==> src/rtl/rf_display_pkg.sv <==
// Shared constants for the register-file seven-segment debug display.
// Optional leading-zero blanking is enabled with SEG_BLANK_EN.
package rf_display_pkg;

    localparam int REG_W = 32;

    localparam logic [6:0] SEG_OFF = 7'b1111111;
    localparam logic [3:0] AN_OFF  = 4'b1111;

    // Active-low {g,f,e,d,c,b,a} patterns for hex digits 0..F
    localparam logic [6:0] HEX_SEG [16] = '{
        7'b1000000, 7'b1111001, 7'b0100100, 7'b0110000,
        7'b0011001, 7'b0010010, 7'b0000010, 7'b1111000,
        7'b0000000, 7'b0010000, 7'b0001000, 7'b0000011,
        7'b1000110, 7'b0100001, 7'b0000110, 7'b0001110
    };

    function automatic logic [6:0] hex_pattern(input logic [3:0] nib);
        return HEX_SEG[nib];
    endfunction

endpackage

==> src/rtl/hex7seg.sv <==
// Combinational nibble to active-low seven-segment decoder with blanking.
// Blanking is requested by rf_display when SEG_BLANK_EN is defined.
module hex7seg
    import rf_display_pkg::*;
(
    input  logic [3:0] nib_i,
    input  logic       blank_i,
    output logic [6:0] seg_o
);

    assign seg_o = blank_i ? SEG_OFF : hex_pattern(nib_i);

endmodule

==> src/rtl/rf_display.sv <==
// Register-file debug display: one-hot select, digit scan, halfword paging.
// Define SEG_BLANK_EN for leading-zero blanking of the shown halfword.
module rf_display
    import rf_display_pkg::*;
#(
    parameter int REFRESH_DIV = 50000,
    parameter int PAGE_DIV    = 100,
    parameter int NREG        = 15
) (
    input  logic                  clk,
    input  logic                  reset,
    input  logic [NREG-1:0]       sw,
    input  logic [REG_W*NREG-1:0] rf,
    output logic [6:0]            seg,
    output logic [3:0]            an,
    output logic                  dp,
    output logic                  sel_valid
);

    localparam int DW = $clog2(REFRESH_DIV);
    localparam int FW = (PAGE_DIV > 1) ? $clog2(PAGE_DIV) : 1;
    localparam logic [DW-1:0] DIV_LAST = DW'(REFRESH_DIV - 1);
    localparam logic [FW-1:0] FRM_LAST = FW'(PAGE_DIV - 1);

    logic [DW-1:0]    div_cnt_q, div_cnt_d;
    logic [1:0]       dig_q, dig_d;
    logic [FW-1:0]    frame_cnt_q, frame_cnt_d;
    logic             page_q, page_d;
    logic [REG_W-1:0] disp_q, disp_d;
    logic [6:0]       seg_q, seg_d;
    logic [3:0]       an_q, an_d;
    logic             dp_q, dp_d;
    logic             sel_valid_q;

    logic             sel_onehot;
    logic [REG_W-1:0] sel_word;
    logic [REG_W-1:0] sel_val;
    logic             tick;
    logic             frame_end;
    logic [15:0]      half;
    logic [3:0]       nib;
    logic             blank;
    logic [6:0]       seg_pat;

    always_comb begin
        sel_onehot = (sw != '0) && ((sw & (sw - NREG'(1))) == '0);
        sel_word   = '0;
        for (int i = 0; i < NREG; i++) begin
            if (sw[i]) begin
                sel_word = sel_word | rf[REG_W*i +: REG_W];
            end
        end
        sel_val = sel_onehot ? sel_word : '0;
    end

    assign tick      = (div_cnt_q == DIV_LAST);
    assign frame_end = tick && (dig_q == 2'd3);

    always_comb begin
        div_cnt_d   = tick ? '0 : div_cnt_q + DW'(1);
        dig_d       = tick ? dig_q + 2'd1 : dig_q;
        frame_cnt_d = frame_cnt_q;
        page_d      = page_q;
        disp_d      = disp_q;
        // Capture and page flip land together so a frame never mixes values
        if (frame_end) begin
            disp_d = sel_val;
            if (frame_cnt_q == FRM_LAST) begin
                frame_cnt_d = '0;
                page_d      = ~page_q;
            end else begin
                frame_cnt_d = frame_cnt_q + FW'(1);
            end
        end
    end

    always_comb begin
        half = page_q ? disp_q[31:16] : disp_q[15:0];
        nib  = '0;
        case (dig_q)
            2'd0: nib = half[3:0];
            2'd1: nib = half[7:4];
            2'd2: nib = half[11:8];
            2'd3: nib = half[15:12];
            default: nib = '0;
        endcase
        blank = 1'b0;
`ifdef SEG_BLANK_EN
        case (dig_q)
            2'd1: blank = (half[15:4] == '0);
            2'd2: blank = (half[15:8] == '0);
            2'd3: blank = (half[15:12] == '0);
            default: blank = 1'b0;
        endcase
`else
        blank = 1'b0;
`endif
    end

    hex7seg u_hex7seg (
        .nib_i   (nib),
        .blank_i (blank),
        .seg_o   (seg_pat)
    );

    always_comb begin
        seg_d = seg_pat;
        an_d  = ~(4'b0001 << dig_q);
        dp_d  = ~(page_q && (dig_q == 2'd3));
    end

    always_ff @(posedge clk) begin
        if (reset) begin
            div_cnt_q   <= '0;
            dig_q       <= '0;
            frame_cnt_q <= '0;
            page_q      <= 1'b0;
            disp_q      <= '0;
            seg_q       <= SEG_OFF;
            an_q        <= AN_OFF;
            dp_q        <= 1'b1;
            sel_valid_q <= 1'b0;
        end else begin
            div_cnt_q   <= div_cnt_d;
            dig_q       <= dig_d;
            frame_cnt_q <= frame_cnt_d;
            page_q      <= page_d;
            disp_q      <= disp_d;
            seg_q       <= seg_d;
            an_q        <= an_d;
            dp_q        <= dp_d;
            sel_valid_q <= sel_onehot;
        end
    end

    assign seg       = seg_q;
    assign an        = an_q;
    assign dp        = dp_q;
    assign sel_valid = sel_valid_q;

endmodule

==> config.mk <==
export PLATFORM = sky130hd
export DESIGN_NAME = rf_display
export DESIGN_NICKNAME = d
export VERILOG_FILES = /design/src/rtl/rf_display_pkg.sv /design/src/rtl/hex7seg.sv /design/src/rtl/rf_display.sv
export SDC_FILE = /design/constraint.sdc
export NUM_CORES = 1
export LEC_CHECK = 0
export CAP_MARGIN = 30
export CORE_AREA = 2 2 198 200
export CTS_BUF_LIST = sky130_fd_sc_hd__clkbuf_8
export DETAILED_ROUTE_END_ITERATION = 10
export DIE_AREA = 0 0 200 202
export GPL_TIMING_DRIVEN = 0
export PLACE_DENSITY = 0.46
export SETUP_SLACK_MARGIN = 0.02
export SLEW_MARGIN = 20
export SYNTH_ARGS = -nofsm -noshare
export SYNTH_HDL_FRONTEND = slang
export SYNTH_SLANG_ARGS = --single-unit
export TNS_END_PERCENT = 50
==> constraint.sdc <==
create_clock -name clk -period 3.8 [get_ports clk]
set_input_delay 0.57 -clock clk [delete_from_list [all_inputs] [get_ports clk]]
set_output_delay 0.57 -clock clk [all_outputs]
set_load 0.02 [all_outputs]
# Word level (Yosys, flattened, before mapping)
# Memory sizes are Yosys's and may differ from the RTL's. A register that Yosys moved wholly into a read port is not among the register bits.
# Cells that the tools add are included.
# Widths: inputs -> output; s select.
# word_totals
reg_bits	64
n_memories	1
input_bits	497
elab_cells	65
mem_bits_ro	112
output_inout_bits	13
# classes
n_eq_ne	5
mux	19
n_reduce_logical	8
n_shift	1
bitwise	19
add_sub_neg	4
# mem_list
name	depth	width	rd	rd_clocked_by_memory_dff	write_ports	line_no	rtl
(no name shown)	16	7	1	1	0	rf_display_pkg.sv:19	return HEX_SEG[nib];
# op_table
operator	n
$mux 32	16
$or 32x32->32	14
$add 16x1->16 const B	1
$eq 16x16->1 const B	1
$mux 16	1
$pmux 4 s4	1
$and 15x15->15	1
$logic_not 15->1	1
$reduce_bool 15->1	1
$sub 15x1->15 const B	1
$add 7x1->7 const B	1
$eq 7x7->1 const B	1
$mux 7	1
$not 4->5	1
$eq 2x2->1 const B	2
$not 4->4	1
$shl 1x2->4 const A	1
$logic_and 1x1->1	3
$add 2x1->2 const B	1
$eq 2x1->1 const B	1
$logic_not 2->1	1
$not 1->1	2
$reduce_and 2->1	1
$reduce_or 2->1	1

# Logic depth before layout (Yosys ltp)
# Gate-level depths: netlist (run 1).
# logic_depth
ltp_word	30
mapped_depth	11
ltp_nobuf	10

# Cells and area by module
# From an unflattened synthesis (run 1), not the netlist that was laid out.
# unflattened
hier_cells	735
area_unflattened_um2	5721.7
# by_module_without_submodules
module	area_per_inst_um2	seq_area_each_um2	instances	cells_each
rf_display	5427.7	1421.4	1	699
hex7seg	294.0	0.0	1	36

# Worst setup path after synthesis (run 1)
# OpenSTA, ideal clock, no wires.
# synth_timing
path_type	input-to-reg
from	in sw[2]
to	reg disp_q[10]
path_buffers	2
required_ns	3.733
cell_stages	8
setup_slack_ns	1.297
setup_ns	0.067
t_arrival_ns	2.435
cell_sequence	clkbuf_1 -> or4_4 -> or2_1 -> a2bb2oi_1 -> nor4_2 -> o311ai_2 -> buf_6 -> o21ai_2
# synth_via
elab_chain_cells	26
elab_cells_between_ends	31
classes_between	add/sub (1); mux (14); bitwise (13); reduce/logical (3)
# synth_rtl
element	line_no	rtl
start: declaration	rf_display.sv:12	input logic [NREG-1:0] sw,
$mux 32	rf_display.sv:49	if (sw[i]) begin
$or 32x32->32	rf_display.sv:50	sel_word = sel_word | rf[REG_W*i +: REG_W];
$mux 32	rf_display.sv:49	
$or 32x32->32	rf_display.sv:50	
$mux 32	rf_display.sv:49	
$or 32x32->32	rf_display.sv:50	
$mux 32	rf_display.sv:49	
$or 32x32->32	rf_display.sv:50	
[10 not listed]	n/a	
$mux 32	rf_display.sv:49	
$or 32x32->32	rf_display.sv:50	
$mux 32	rf_display.sv:49	
$or 32x32->32	rf_display.sv:50	
$mux 32	rf_display.sv:49	
$or 32x32->32	rf_display.sv:50	
$mux 32	rf_display.sv:49	
$mux 32 (*)	rf_display.sv:53	sel_val = sel_onehot ? sel_word : '0;
end signal: assignment	rf_display.sv:128	disp_q <= disp_d;
end: declaration	rf_display.sv:29	logic [REG_W-1:0] disp_q, disp_d;
# Every way passes the cells marked *; elsewhere a longest branch is shown, timed or not.
# A chain may end at the register's enable or synchronous reset.

# Worst setup path after layout (run 1)
# layout_timing
from	in sw[4]
to	reg disp_q[7]
# layout_via
elab_chain_cells	22
elab_cells_between_ends	27
classes_between	add/sub (1); mux (12); bitwise (11); reduce/logical (3)
# layout_rtl
element	line_no
$mux 32	rf_display.sv:49
$or 32x32->32	rf_display.sv:50
$mux 32	rf_display.sv:49
$or 32x32->32	rf_display.sv:50
$mux 32	rf_display.sv:49
$or 32x32->32	rf_display.sv:50
$mux 32	rf_display.sv:49
$or 32x32->32	rf_display.sv:50
[6 not listed]	n/a
$mux 32	rf_display.sv:49
$or 32x32->32	rf_display.sv:50
$mux 32	rf_display.sv:49
$or 32x32->32	rf_display.sv:50
$mux 32	rf_display.sv:49
$or 32x32->32	rf_display.sv:50
$mux 32	rf_display.sv:49
$mux 32 (*)	rf_display.sv:53
# Marks and branches as above.

==> out/metrics.cfg, run 1 <==
[worst_hold_path]
hp-class=register to register
holdPathStages=2

[floorplan]
ios=510
start_util_pct=15.62
die_x_um=200
die_h_um=202
core_area_sq_um=38290
num_rows=72
dieArea_sq_um=40400

[grt]
grt_first_pass_wirelength_um=73350
track_usage_pct=26.35
antenna_found_initial=20
grt_max_degree=13
grt_pass1_vias=9124
overflow=0

[place]
placedCellCount=1766
dp_hpwl_um=46120
post-place-ws_ns=0.2996
placed_area_sq_um=11670
io_buffers=496
gp_congestion=0.9231

[clocking]
ctsResizeCount=0
cts_tree=done
htree_levels=3
cts_buffers=9
clk_latency_ns=0.38
holdBufCountCts=0
post_cts_buffers=0
cts_sinks=71
cts.reportedPaths.clkPinSlew_ns=0.08
clock_path_buffers=2
clockRootBuffer=clkbuf_8

[sta]
max_clock_freq_mhz=317.0
skew_ns=0.01654
finalMaxSlewViolations=0
fin_crit_sh_pct=83.02
hold_viol_final=0
rsz0062_at_grt=no
fin_crit_ns=3.155
setup_slack_ns=0.6453
fin_hold_ws_ns=0.4754
relSlewSlack_pct=30.80
setup_viol=0
worst_slew_pin_slew_ns=1.038
tns_ns=0

[drt]
drc=0
drt_iter0_drc=869
drtPass1Iterations=6
wirelength_um=54610
routed_via_density=5.014
route.antenna.remaining_nets=0
via_count=8995
wl_per_cell_um=30.44

[worst_setup_path]
cpMostUsedCell=clkbuf_1
cp_top_family=buffers and inverters
crit_chain=clkbuf_1 -> clkbuf_1 -> buf_1 -> a22oi_1 -> nand3_1 -> o21ai_0 -> o21ai_2
critPathArrivalTime_ns=3.47
crit_cells=7
start_kind=primary input
r2r_cells=10
critPathRequiredTime_ns=4.12
worstPathBufferInverterCount=3
slowest_delay_ns=0.77
path_class=primary input to register
end_kind=register
cp_max_fo=10
critPathSlowestCell=buf_1

[finish]
syn2layout_area_growth_pct=99.06
finish.instance_area_sq_um=11910
final_cells=1794
num-nets-final=1770
drive_gt1_share_pct=5.142

[job]
max_cap_viol_count=0

[yosys]
synth_edf_count=0
synthXorXnorAreaFrac_pct=2.929
synth_top_family_by_area=compound AO/OA/AOI/OAI gates
syn_inst=746
ys_seq_area_share_pct=23.77
synth_compound_area_share_pct=42.59
synthMuxAreaShare_pct=1.695
synth_area_leaders=dfxtp_1 24%, a22oi_1 17%, nand3_1 6.6%, a222oi_1 5.7%, a22o_1 4.8%
ys_ff_latch=71
synth_area_sq_um=5981
synth-adder-area-share_pct=2.720
yosys_most_used_dff=dfxtp_1
post-synth-top-area-cell=dfxtp_1
synth_cell_type_count=53
synth_simple_gate_area_share_pct=20.08
synth.top_cell.area_share_pct=23.77
synthArstFlopShare_pct=0
syn_area_per_cell_sq_um=8.017
synth_warnings=0
syn_nets=1256

[pwr]
p_comb_share_pct=42.5
vdd_drop_max_mv=0.1475
p_seq_share_pct=31.9
cellPowerDensity_nw_per_um2=198.8
p_int_w=0.001639
p_clk_share_pct=25.6
p_sw_share_pct=30.76
p_leak_nw=4.069
switchingPower_w=0.0007281

[outcome]
outcome=completed

-- registers in the layout, indices dropped and copies added (netlist names) --
name	flops
sel_valid	1
dp	1
disp_q	32
frame_cnt_q	7
an	4
div_cnt_q	16
page_q	1
dig_q	2
seg	7
-- final cells by class --
cell class | instances | area (sq um)
Antenna cell | 12 | 30.03
Buffer | 83 | 345.3
Clock buffer | 9 | 123.9
Clock inverter | 6 | 63.81
Fill cell | 4220 | 26380
Inverter | 7 | 26.28
Multi-Input combinational cell | 585 | 4188
Sequential cell | 71 | 1421
Tap cell | 518 | 648.1
Timing Repair Buffer | 503 | 5059
-- kinds of logic after synthesis --
group | Yosys count
fa+ha+maj | 13
xor+xnor | 20
buf+inv | 90
compound gates | 326
simple gates | 216
mux | 10
flops | 71
-- cell usage in the layout, fill, tap and decap left out, types with 3 or more instances in the layout --
master,count
a211oi_1,3
a21oi_1,5
a221oi_1,32
a222oi_1,34
a22o_1,33
a22oi_1,133
a31oi_1,3
and2_1,3
and3_1,5
buf_1,11
buf_2,3
buf_6,7
buf_8,4
clkbuf_1,65
clkbuf_8,9
clkdlybuf4s50_1,496
dfxtp_1,71
diode_2,12
ha_1,13
inv_1,8
mux2i_1,9
nand2_1,22
nand2b_1,7
nand3_1,79
nand3b_1,34
nand4_1,4
nor2_1,31
nor2b_1,3
nor3_1,6
o21ai_0,44
o21ai_2,29
or4_1,4
xnor2_1,5
xor2_1,15
-- worst register-to-register path: stages (launching register included) --
cell,delay [ns]
dfxtp_1,0.41
inv_1,0.11
ha_1,0.20
clkbuf_1,0.27
a222oi_1,0.46
nand2_1,0.11
nand3_1,0.32
inv_1,0.14
ha_1,0.29
mux2_2,0.28
a211o_1,0.29
-- path summary, 6_finish.rpt --
check / slack (ns) / to / startpoint
min reg2reg: 0.48 / frame_cnt_q[1] / frame_cnt_q[1]
max reg2reg: 0.83 / seg[4] / dig_q[0]
max: 0.65 / disp_q[7] / sw[4]
min: 0.48 / frame_cnt_q[1] / frame_cnt_q[1]
-- power groups by stage --
stage | sequential, W | combinational (W) | clock, W
after floorplan | 0.000776 | 0.000258 | 0
after global placement | 0.000772 | 0.000983 | 0
after detailed placement | 0.000772 | 0.000993 | 0
after CTS | 0.000755 | 0.000999 | 0.000621
after global routing | 0.000756 | 0.00105 | 0.000653
final | 0.000755 | 0.00101 | 0.000605
-- Yosys cell counts, drive strengths merged (2+ instances only) --
| cell | instances |
|---|---|
| mux2i | 9 |
| nand2 | 22 |
| a22oi | 133 |
| dfxtp | 71 |
| inv | 7 |
| xnor2 | 5 |
| nand3b | 34 |
| a221oi | 32 |
| nand4 | 4 |
| nor4 | 4 |
| a21oi | 5 |
| nand3 | 79 |
| a22o | 33 |
| o21ai | 73 |
| a211o | 2 |
| and2 | 4 |
| xor2 | 15 |
| or4bb | 2 |
| nor2b | 3 |
| a222oi | 34 |
| or4 | 5 |
| a211oi | 3 |
| buf | 18 |
| or2 | 3 |
| or3 | 2 |
| nand2b | 7 |
| nor3 | 6 |
| a31oi | 3 |
| clkbuf | 65 |
| nor2 | 31 |
| ha | 13 |
| and3 | 5 |
-- routing by layer --
metal  share of wire, %  up-vias  track usage [%]
li1                   -     4073                -
met1                 42     4492            32.71
met2                 50      368            46.49
met3                6.5       52            5.957
met4                1.5       10            4.841
met5               0.12        -                0
-- through the flow --
| step | utilization (%) | power, W |
|---|---|---|
| floorplan | - | 0.001034 |
| global placement | 30.28 | 0.001755 |
| detailed placement | 30.49 | 0.001766 |
| CTS | 30.98 | 0.002374 |
| global route | 31.06 | 0.002462 |
| finish | 31.09 | 0.002367 |
Note: power is estimated with default switching activity, not from simulation.
==> run 2: changes to the inputs <==
--- a/config.mk
+++ b/config.mk
@@ -6,12 +6,12 @@
 export NUM_CORES = 1
 export LEC_CHECK = 0
 export CAP_MARGIN = 30
-export CORE_AREA = 2 2 198 200
+export CORE_AREA = 2 2 199 201
 export CTS_BUF_LIST = sky130_fd_sc_hd__clkbuf_8
 export DETAILED_ROUTE_END_ITERATION = 10
-export DIE_AREA = 0 0 200 202
+export DIE_AREA = 0 0 201 203
 export GPL_TIMING_DRIVEN = 0
-export PLACE_DENSITY = 0.46
+export PLACE_DENSITY = 0.48
 export SETUP_SLACK_MARGIN = 0.02
 export SLEW_MARGIN = 20
 export SYNTH_ARGS = -nofsm -noshare
==> constraint.sdc (replaced) <==
create_clock -name clk -period 2.56 [get_ports clk]
set_input_delay 0.384 -clock clk [delete_from_list [all_inputs] [get_ports clk]]
set_output_delay 0.384 -clock clk [all_outputs]
set_load 0.02 [all_outputs]
==> run 2 against run 1 <==
  * Core utilization rose by 0.41 points
  * Largest power group unchanged
  * Die area rose by 1.0%
  * Count of clock-buffer cells in the layout rose by 1
  * Via count rose by 1.8%
  * Critical path depth did not move
  * Register-to-register slack got worse by 0.71 ns
  * Total power rose by 54%
  * Routed wire length rose by 0.40%
  * Critical endpoint is now disp_q[30]
  * Clock skew fell by 0.0013 ns
  * Clock power rose by 72%
  * Sequential share of layout area fell by 0.15 points
  * Critical path type unchanged
  * Sequential power rose by 48%
==> out/metrics.cfg, run 2 (synthesis results as in run 1) <==
[outcome]
outcome=completed  ; unchanged

[sta]
max_clock_freq_mhz=405.7
rsz0062_at_grt=yes  ; was no
worst_slew_pin_slew_ns=1.026  ; was 1.038 ns
relSlewSlack_pct=31.59  ; was 30.80%
setup_viol=0  ; unchanged
tns_ns=0  ; unchanged
fin_crit_ns=2.465
skew_ns=0.01526  ; was 0.01654 ns
hold_viol_final=0  ; unchanged
finalMaxSlewViolations=0  ; unchanged
fin_crit_sh_pct=96.30

[finish]
fillers=4182  ; was 4,220
final_cells=1793  ; was 1,794
syn2layout_area_growth_pct=102.6  ; was 99.06%
reg_top3=disp_q: 32 flops, div_cnt_q: 16 flops  ; unchanged
final_core_util_pct=31.50  ; was 31.09%
finish.instance_area_sq_um=12120  ; was 11,910 sq um
drive_gt1_share_pct=8.531  ; was 5.142%
regArea_sq_um=1429  ; was 1421 sq um
largest_register=disp_q  ; unchanged
multi_input_area_sq_um=4303  ; was 4188 sq um
layout_commonest_cell=clkdlybuf4s50_1  ; unchanged
final_cell_mix=496 x clkdlybuf4s50_1, 133 x a22oi_1, 78 x nand3_1, 69 x dfxtp_1, 46 x clkbuf_1  ; was 496 x clkdlybuf4s50_1, 133 x a22oi_1, 79 x nand3_1, 71 x dfxtp_1, 65 x clkbuf_1
num-nets-final=1771  ; was 1,770
largest_reg_flops=32  ; unchanged

[pwr]
p_leak_nw=4.181  ; was 4.069 nW
vdd_drop_max_mv=0.2155  ; was 0.1475 mV
cellPowerDensity_nw_per_um2=301.8  ; was 198.8 nW/um^2
switchingPower_w=0.001089  ; was 0.0007281 W
p_clk_share_pct=28.5  ; was 25.6%
p_seq_share_pct=30.6  ; was 31.9%
p_comb_share_pct=40.9  ; was 42.5%
p_int_w=0.002568  ; was 0.001639 W
p_sw_share_pct=29.77  ; was 30.76%
p_total_w=0.003657  ; was 0.002367 W

[worst_setup_path]
cp_max_fo=10  ; unchanged
critPathArrivalTime_ns=2.76  ; was 3.47 ns
end_kind=register  ; unchanged
r2r_slack_ns=0.12  ; was 0.83 ns
critPathRequiredTime_ns=2.86  ; was 4.12 ns
start_kind=primary input  ; unchanged
path_class=primary input to register  ; unchanged

[drt]
wirelength_um=54830  ; was 54,610 um
drc=0  ; unchanged
via_count=9155  ; was 8,995
drt_iter0_drc=835  ; was 869
routed_via_density=5.106  ; was 5.014
route.antenna.remaining_nets=0  ; unchanged
drtPass1Iterations=6  ; unchanged
wl_per_cell_um=30.58  ; was 30.44 um

[clocking]
cts.reportedPaths.clkPinSlew_ns=0.08  ; about the same
cts_sinks=71  ; unchanged
cts_tree=done  ; unchanged
clk_latency_ns=0.37  ; was 0.38 ns
htree_levels=3  ; unchanged
cts_buffers=9  ; unchanged
clockRootBuffer=clkbuf_8  ; unchanged
clock_path_buffers=2  ; unchanged

[floorplan]
core_area_sq_um=38470  ; was 38,290 sq um
die_h_um=203  ; was 202 um
ios=510  ; unchanged
num_rows=72  ; unchanged
dieArea_sq_um=40800  ; was 40,400 sq um
start_util_pct=15.55  ; was 15.62%
die_x_um=201  ; was 200 um

[grt]
grt_busiest_layer=met2  ; unchanged
grt_pass1_vias=9421  ; was 9,124
grt_max_degree=15  ; was 13
overflow=0  ; unchanged
grt_first_pass_wirelength_um=73670  ; was 73,350 um
track_usage_pct=25.65  ; was 26.35%
antenna_found_initial=20  ; unchanged
grt_util_met2_pct=46.35  ; was 46.49%
use_met3_pct=5.666  ; was 5.957%
grt_use_met1_pct=31.54  ; was 32.71%

[place]
io_buffers=496  ; unchanged
placedCellCount=1763  ; was 1,766
gp_congestion=0.9436  ; was 0.9231
dp_hpwl_um=46140  ; was 46,120 um
placed_area_sq_um=11630  ; was 11,670 sq um

[job]
max_cap_viol_count=0  ; unchanged

[worst_hold_path]
hp-class=register to register  ; unchanged

run 2: changes by cell type in the layout (fill, tap and decap cells not counted), sizes merged:
| cell | change |
|---|---|
| bufinv | +1 |
| clkdlybuf4s15 | +2 |
| clkinv | -1 |
| clkinvlp | -1 |
| diode | -3 |
| inv | +1 |
run 2: final cells by class:
class	instances	share of cell area, %
repair buffers	508	41.87
multi-input cells	585	35.51
flip-flops and latches	71	11.79
well taps	518	5.348
plain buffers	79	3.190
clock buffers	10	1.136
clock inverters	6	0.7537
inverters	7	0.2168
diodes	9	0.1859
run 2: path summary, 6_finish.rpt:
kind	start	end	depth (start not counted)
setup / recovery	sw[7]	disp_q[30]	7
hold / removal	frame_cnt_q[1]	frame_cnt_q[1]	2
setup reg to reg	dig_q[0]	seg[4]	9
hold reg to reg	frame_cnt_q[1]	frame_cnt_q[1]	2
run 2: what timing repair did:
item | in CTS | in global routing
cloned | 0 | 1
pin swaps | 5 | 8
setup endpoints to repair | 38 | 45
hold buffers | 0 | 0
setup buffers | 3 | 4
resized for setup | 35 | 26
run 2: metal layers:
layer | vias up | wire length [um]
met2 | 459 | 27420
met5 | - | 45
met3 | 51 | 3929
met1 | 4559 | 22640
met4 | 8 | 796
li1 | 4078 | -
run 2: worst max-delay path, cell delays in order:
cell and delay, ns:
clkbuf_1 0.55, clkbuf_1 0.57, clkbuf_2 0.43, a22oi_1 0.19
nand3_1 0.24, o21ai_0 0.19, o21ai_0 0.18
run 2: metrics by stage:
| step | worst slack (ns) | hold slack (ns) |
|---|---|---|
| floorplan | 0.1817 | 0.4440 |
| global placement | -0.8009 | 0.4591 |
| detailed placement | -0.6265 | 0.4714 |
| CTS | 0.03087 | 0.4833 |
| global route | -0.02019 | 0.5107 |
| finish | 0.09484 | 0.4814 |
run 2: power by group through the flow:
stage,logic (W),clock network [W],registers (W)
final,0.00150,0.00104,0.00112
after global routing,0.00156,0.00112,0.00112
after CTS,0.00148,0.00107,0.00112
after detailed placement,0.00147,0,0.00115
after global placement,0.00146,0,0.00115
after floorplan,0.000382,0,0.00115
